[config.mk]
export PLATFORM = sky130hd
export DESIGN_NAME = serial_adder
export DESIGN_NICKNAME = d
export VERILOG_FILES = /design/src/rtl/serial_adder.sv
export SDC_FILE = /design/constraint.sdc
export NUM_CORES = 1
export LEC_CHECK = 0
export ABC_AREA = 1
export BUFFER_PORTS_ARGS = -buffer_cell sky130_fd_sc_hd__buf_2
export CAP_MARGIN = 40
export CORE_MARGIN = 1.5
export CORE_UTILIZATION = 30
export CTS_CLUSTER_SIZE = 28
export DETAILED_ROUTE_END_ITERATION = 8
export SLEW_MARGIN = 20
export SYNTH_ARGS = -nofsm -noshare
export SYNTH_HDL_FRONTEND = slang
export SYNTH_SLANG_ARGS = --single-unit
[constraint.sdc]
create_clock -name clk -period 1.1 [get_ports clk]
set_input_delay 0.055 -clock clk [delete_from_list [all_inputs] [get_ports clk]]
set_output_delay 0.055 -clock clk [all_outputs]
set_load 0.02 [all_outputs]
[src/rtl/serial_adder.sv]
// Bit-serial ripple adder: one full-adder step per clock, LSB first.
// Produces (a + b + cin) mod 2^WIDTH plus carry-out, WIDTH cycles after start.
module serial_adder #(
  parameter int unsigned WIDTH = 8
) (
  input  logic             clk,
  input  logic             rst,
  input  logic             start,
  input  logic [WIDTH-1:0] a,
  input  logic [WIDTH-1:0] b,
  input  logic             cin,
  output logic             busy,
  output logic             done,
  output logic [WIDTH-1:0] sum,
  output logic             cout
);

  localparam int unsigned CNT_W = $clog2(WIDTH + 1);

  typedef enum logic {
    IDLE = 1'b0,
    RUN  = 1'b1
  } state_t;

  state_t             state_q, state_d;
  logic [WIDTH-1:0]   a_q, a_d;
  logic [WIDTH-1:0]   b_q, b_d;
  logic               c_q, c_d;
  logic [CNT_W-1:0]   cnt_q, cnt_d;
  logic [WIDTH-1:0]   sh_q, sh_d;
  logic [WIDTH-1:0]   sum_q, sum_d;
  logic               cout_q, cout_d;
  logic               done_q, done_d;

  logic               s_bit;
  logic               c_next;
  logic               last_bit;

  // State and datapath registers
  always_ff @(posedge clk) begin
    if (rst) begin
      state_q <= IDLE;
      a_q     <= '0;
      b_q     <= '0;
      c_q     <= 1'b0;
      cnt_q   <= '0;
      sh_q    <= '0;
      sum_q   <= '0;
      cout_q  <= 1'b0;
      done_q  <= 1'b0;
    end else begin
      state_q <= state_d;
      a_q     <= a_d;
      b_q     <= b_d;
      c_q     <= c_d;
      cnt_q   <= cnt_d;
      sh_q    <= sh_d;
      sum_q   <= sum_d;
      cout_q  <= cout_d;
      done_q  <= done_d;
    end
  end

  // Next-state and datapath logic
  always_comb begin
    state_d  = state_q;
    a_d      = a_q;
    b_d      = b_q;
    c_d      = c_q;
    cnt_d    = cnt_q;
    sh_d     = sh_q;
    sum_d    = sum_q;
    cout_d   = cout_q;
    done_d   = 1'b0;

    s_bit    = a_q[0] ^ b_q[0] ^ c_q;
    c_next   = (a_q[0] & b_q[0]) | (c_q & (a_q[0] ^ b_q[0]));
    last_bit = (cnt_q == CNT_W'(WIDTH - 1));

    case (state_q)
      IDLE: begin
        if (start) begin
          a_d     = a;
          b_d     = b;
          c_d     = cin;
          cnt_d   = '0;
          state_d = RUN;
        end
      end
      RUN: begin
        // Sum bits enter at the MSB so the LSB lands at bit 0 after WIDTH shifts
        sh_d  = (sh_q >> 1) | (WIDTH'(s_bit) << (WIDTH - 1));
        a_d   = a_q >> 1;
        b_d   = b_q >> 1;
        c_d   = c_next;
        cnt_d = cnt_q + CNT_W'(1);
        if (last_bit) begin
          sum_d   = sh_d;
          cout_d  = c_next;
          done_d  = 1'b1;
          state_d = IDLE;
        end
      end
      default: state_d = IDLE;
    endcase
  end

  assign busy = (state_q == RUN);
  assign done = done_q;
  assign sum  = sum_q;
  assign cout = cout_q;

endmodule

==> impl_metrics.tcl <==
set metrics [dict create \
    met3WireLength_um 182 \
    clock_root_buffer_master "clkbuf_8" \
    grt_start_max_net_pins 25 \
    setup.worst_path.end_class "register" \
    num_vias 1533 \
    fin_skew_ps 6.95 \
    drtAntennaViolNets 0 \
    setup_viol_count_final 0 \
    cp_startpoint_kind "register" \
    synth-xor-area-share_pct 0 \
    detail_route.wirelength.met1_um 1850 \
    ys_types 20 \
    layout_overhead_on_the_synthesized_area_pct 36.5 \
    synth.yosys.warnings 0 \
    h-tree-depth 2 \
    drt_first_iter_violations 54 \
    clock_slew_seen_by_the_registers_of_the_worst_setup_and_hold_paths_ps 70 \
    outcome "finished clean" \
    routed_wl_um 3720 \
    timing.final.crit_period_ps 1100 \
    grt_pass1_wl_um 6210 \
    num-nets-final 297 \
    final_core_util_pct 42.1 \
    floorplan.io_pins 31 \
    antenna_cells 0 \
    number_of_clock_sinks 39 \
    floorplan.initialDensity_pct 30.8 \
    place_congestion 0.777 \
    synth_cells 228 \
    syn_area_cell_um2 7.36 \
    rsz0062_at_grt "yes" \
    routed.top_layer "met4" \
    multi_input_area_um2 853 \
    detail_route.wl_per_cell_um 10.7 \
    detail_route.first_pass.iterations 4 \
    yosys-mux-area-fraction_pct 0 \
    synthAdderAreaFrac_pct 1.94 \
    area.sequential_um2 790 \
    synth.most_common_cell "nand2_1" \
    synth_sequential_area_ratio_pct 46.5 \
    cellLeakagePower_nw 1.19 \
    synth_simple_gate_area_share_pct 38.0 \
    cpMaxStageDelayCell "fa_2" \
    ys_dominant_reg_cell "dfxtp_1" \
    num-fill-cells 565 \
    met2RoutedLength_um 1650 \
    slew-limit-headroom_pct 80.6 \
    global_route.usage.total_pct 13.0 \
    fmax_mhz 910 \
    largest_delay_share_family_worst_path "adder cells" \
    fin_tns_setup_ps 0 \
    via_count_of_the_first_global_routing_pass 1389 \
    cp_data_required_time_ps 1330 \
    slowest_delay_ps 580 \
    final-hold-violation-count 0 \
    edff_count_synth 0 \
    yosysTopAreaCellShare_pct 46.5 \
    post-route-worst-setup-slack_ps 0.641 \
    die-area_um2 6050 \
    worst-endpoint-arrival_ps 1330 \
    grt_antenna_before_repair 0 \
    drv.max_cap_violation_count 0 \
    largest_family_of_logic_cells_by_synthesized_area "simple AND/OR/NAND/NOR gates" \
    height_of_the_chip_um 77.8 \
    final_layout_size_suffix_gt1_share_pct 34.4 \
    tritoncts.num_buffers 5 \
    overflow 0 \
    remaining_drc_errors 0 \
    cts.path.max_buffers 2 \
    path_max_fanout 2 \
    async_flop_share_pct 0 \
    top_cell_types_by_occurrence_after_synthesis "78 x nand2_1, 41 x nand3_1, 39 x dfxtp_1, 19 x inv_1, 16 x nor2_1" \
    timing_worst_slew_pin_value_ps 291 \
    synthesized_netlist_net_count 250 \
    row_count 27 \
    clkLatencyLatePin_ps 290 \
    yosys_register_bits 39 \
    detailed_place_hpwl_um 2390 \
    post-route-period-util_pct 99.9 \
    post_synth_instance_area_um2 1680 \
    cp_cell_sequence "fa_2, nor2_2, nor2_1" \
    peakVddDrop_mv 0.660 \
    power.density_cell_area_nw_per_um2 1310 \
    crit_type "reg -> reg" \
    vias_per_cell 4.41 \
    synth_top_cells_by_area "dfxtp_1 47%, nand2_1 17%, nand3_1 12%" \
    port_buffers 30 \
    cts_tree "done" \
    synth_top_area_cell "dfxtp_1" \
    die_w_um 77.8 \
    synth_compound_area_share_pct 3.88 \
    pre_cts_ws_ps -82.0 \
    core_area_um2 5440 \
    slew_viol_final 0 \
    path_category_of_the_worst_min_delay_check "in -> reg" \
    cp.buffers_inverters 0 \
]
## final cells by class
type	instances	area share [%]
well taps	72	3.93
inverters	22	3.93
clock inverters	1	0.328
clock buffers	7	4.21
flip-flops and latches	39	34.5
repair buffers	50	15.8
multi-input cells	157	37.3
## final timing paths
kind,startpoint,slack [ps],cells past startpoint,end
setup reg to reg,c_q$_SDFFE_PP0P_,0.6,3,sh_q[7]$_SDFFE_PP0P_
hold / removal,b[7],9,3,b_q[7]$_SDFFE_PP0P_
setup / recovery,c_q$_SDFFE_PP0P_,0.6,3,sh_q[7]$_SDFFE_PP0P_
hold reg to reg,sh_q[1]$_SDFFE_PP0P_,460,2,sum[0]$_SDFFE_PP0P_
## power by group
part	switching [mW]	total, mW	internal, mW
Sequential	0.0500	1.53	1.48
Clock	0.501	1.07	0.570
Combinational	0.209	0.401	0.192
Total	0.760	3.00	2.24
## through the flow
stage                     hold slack [ps]  cells  area (um^2)  power [mW]
after floorplan                       124    228         1680        1.76
after global routing                 24.6    348         2290        3.17
after CTS                            3.64    340         2080        2.95
after global placement                301    331         1940        1.86
final                                8.54    348         2290        3.00
after detailed placement              309    331         1940        1.87
## repair_timing
| action | CTS | global route |
|---|---|---|
| pin swaps | 2 | 3 |
| setup endpoints to repair | 16 | 28 |
| hold buffers | 1 | 0 |
| setup buffers | 0 | 6 |
| gates resized for setup | 9 | 34 |
| hold endpoints to repair | 1 | 0 |
| gates cloned | 0 | 2 |
## layout by cell type, fill, tap and decap left out
| cell | count |
|---|---|
| nand2_1 | 67 |
| a21oi_2 | 1 |
| fa_2 | 1 |
| ha_4 | 1 |
| clkinv_1 | 1 |
| dfxtp_2 | 4 |
| nand3_1 | 31 |
| dlygate4sd3_1 | 1 |
| nand2_2 | 11 |
| a21oi_1 | 4 |
| clkbuf_16 | 1 |
| nand2_4 | 1 |
| inv_1 | 19 |
| nor3_2 | 1 |
| nand3_2 | 9 |
| nand3_4 | 1 |
| o21ai_1 | 8 |
| nand4_4 | 1 |
| nor2_8 | 1 |
| buf_12 | 2 |
| buf_6 | 4 |
| buf_4 | 13 |
| dfxtp_4 | 1 |
| buf_2 | 29 |
| nor2_2 | 1 |
| clkbuf_8 | 7 |
| inv_8 | 1 |
| dfxtp_1 | 34 |
| nor2_4 | 2 |
| nor2_1 | 15 |
| clkinvlp_4 | 1 |
| inv_2 | 1 |
| nand4_1 | 1 |
## cell families (layout without fill, tap and decap cells)
family,Yosys count,after routing
AOI/OAI and AO/OA,13,13
adders and majority gates,2,2
buffers and inverters,33,80
DFF,39,39
and+or+nand+nor,141,142
## layer usage
layer | track usage (%) | vias to the layer above
met5 | 0 | -
met4 | 3.82 | 0
met3 | 4.47 | 5
met2 | 21.0 | 34
met1 | 16.3 | 683
li1 | - | 811
## tightest hold or removal path, delay by kind of cell
kind / cells / cell delay, ps
buffers and inverters: 1 / 90
and+or+nand+nor: 1 / 50
AOI/OAI and AO/OA: 1 / 50
## sequential cells by signal, indices dropped and copies added, names as in the netlist
name / flops
a_q: 8
b_q: 8
sum: 8
sh_q: 7
cnt_q: 4
busy: 1
c_q: 1
cout: 1
done: 1
(Power assumes the default switching activity.)
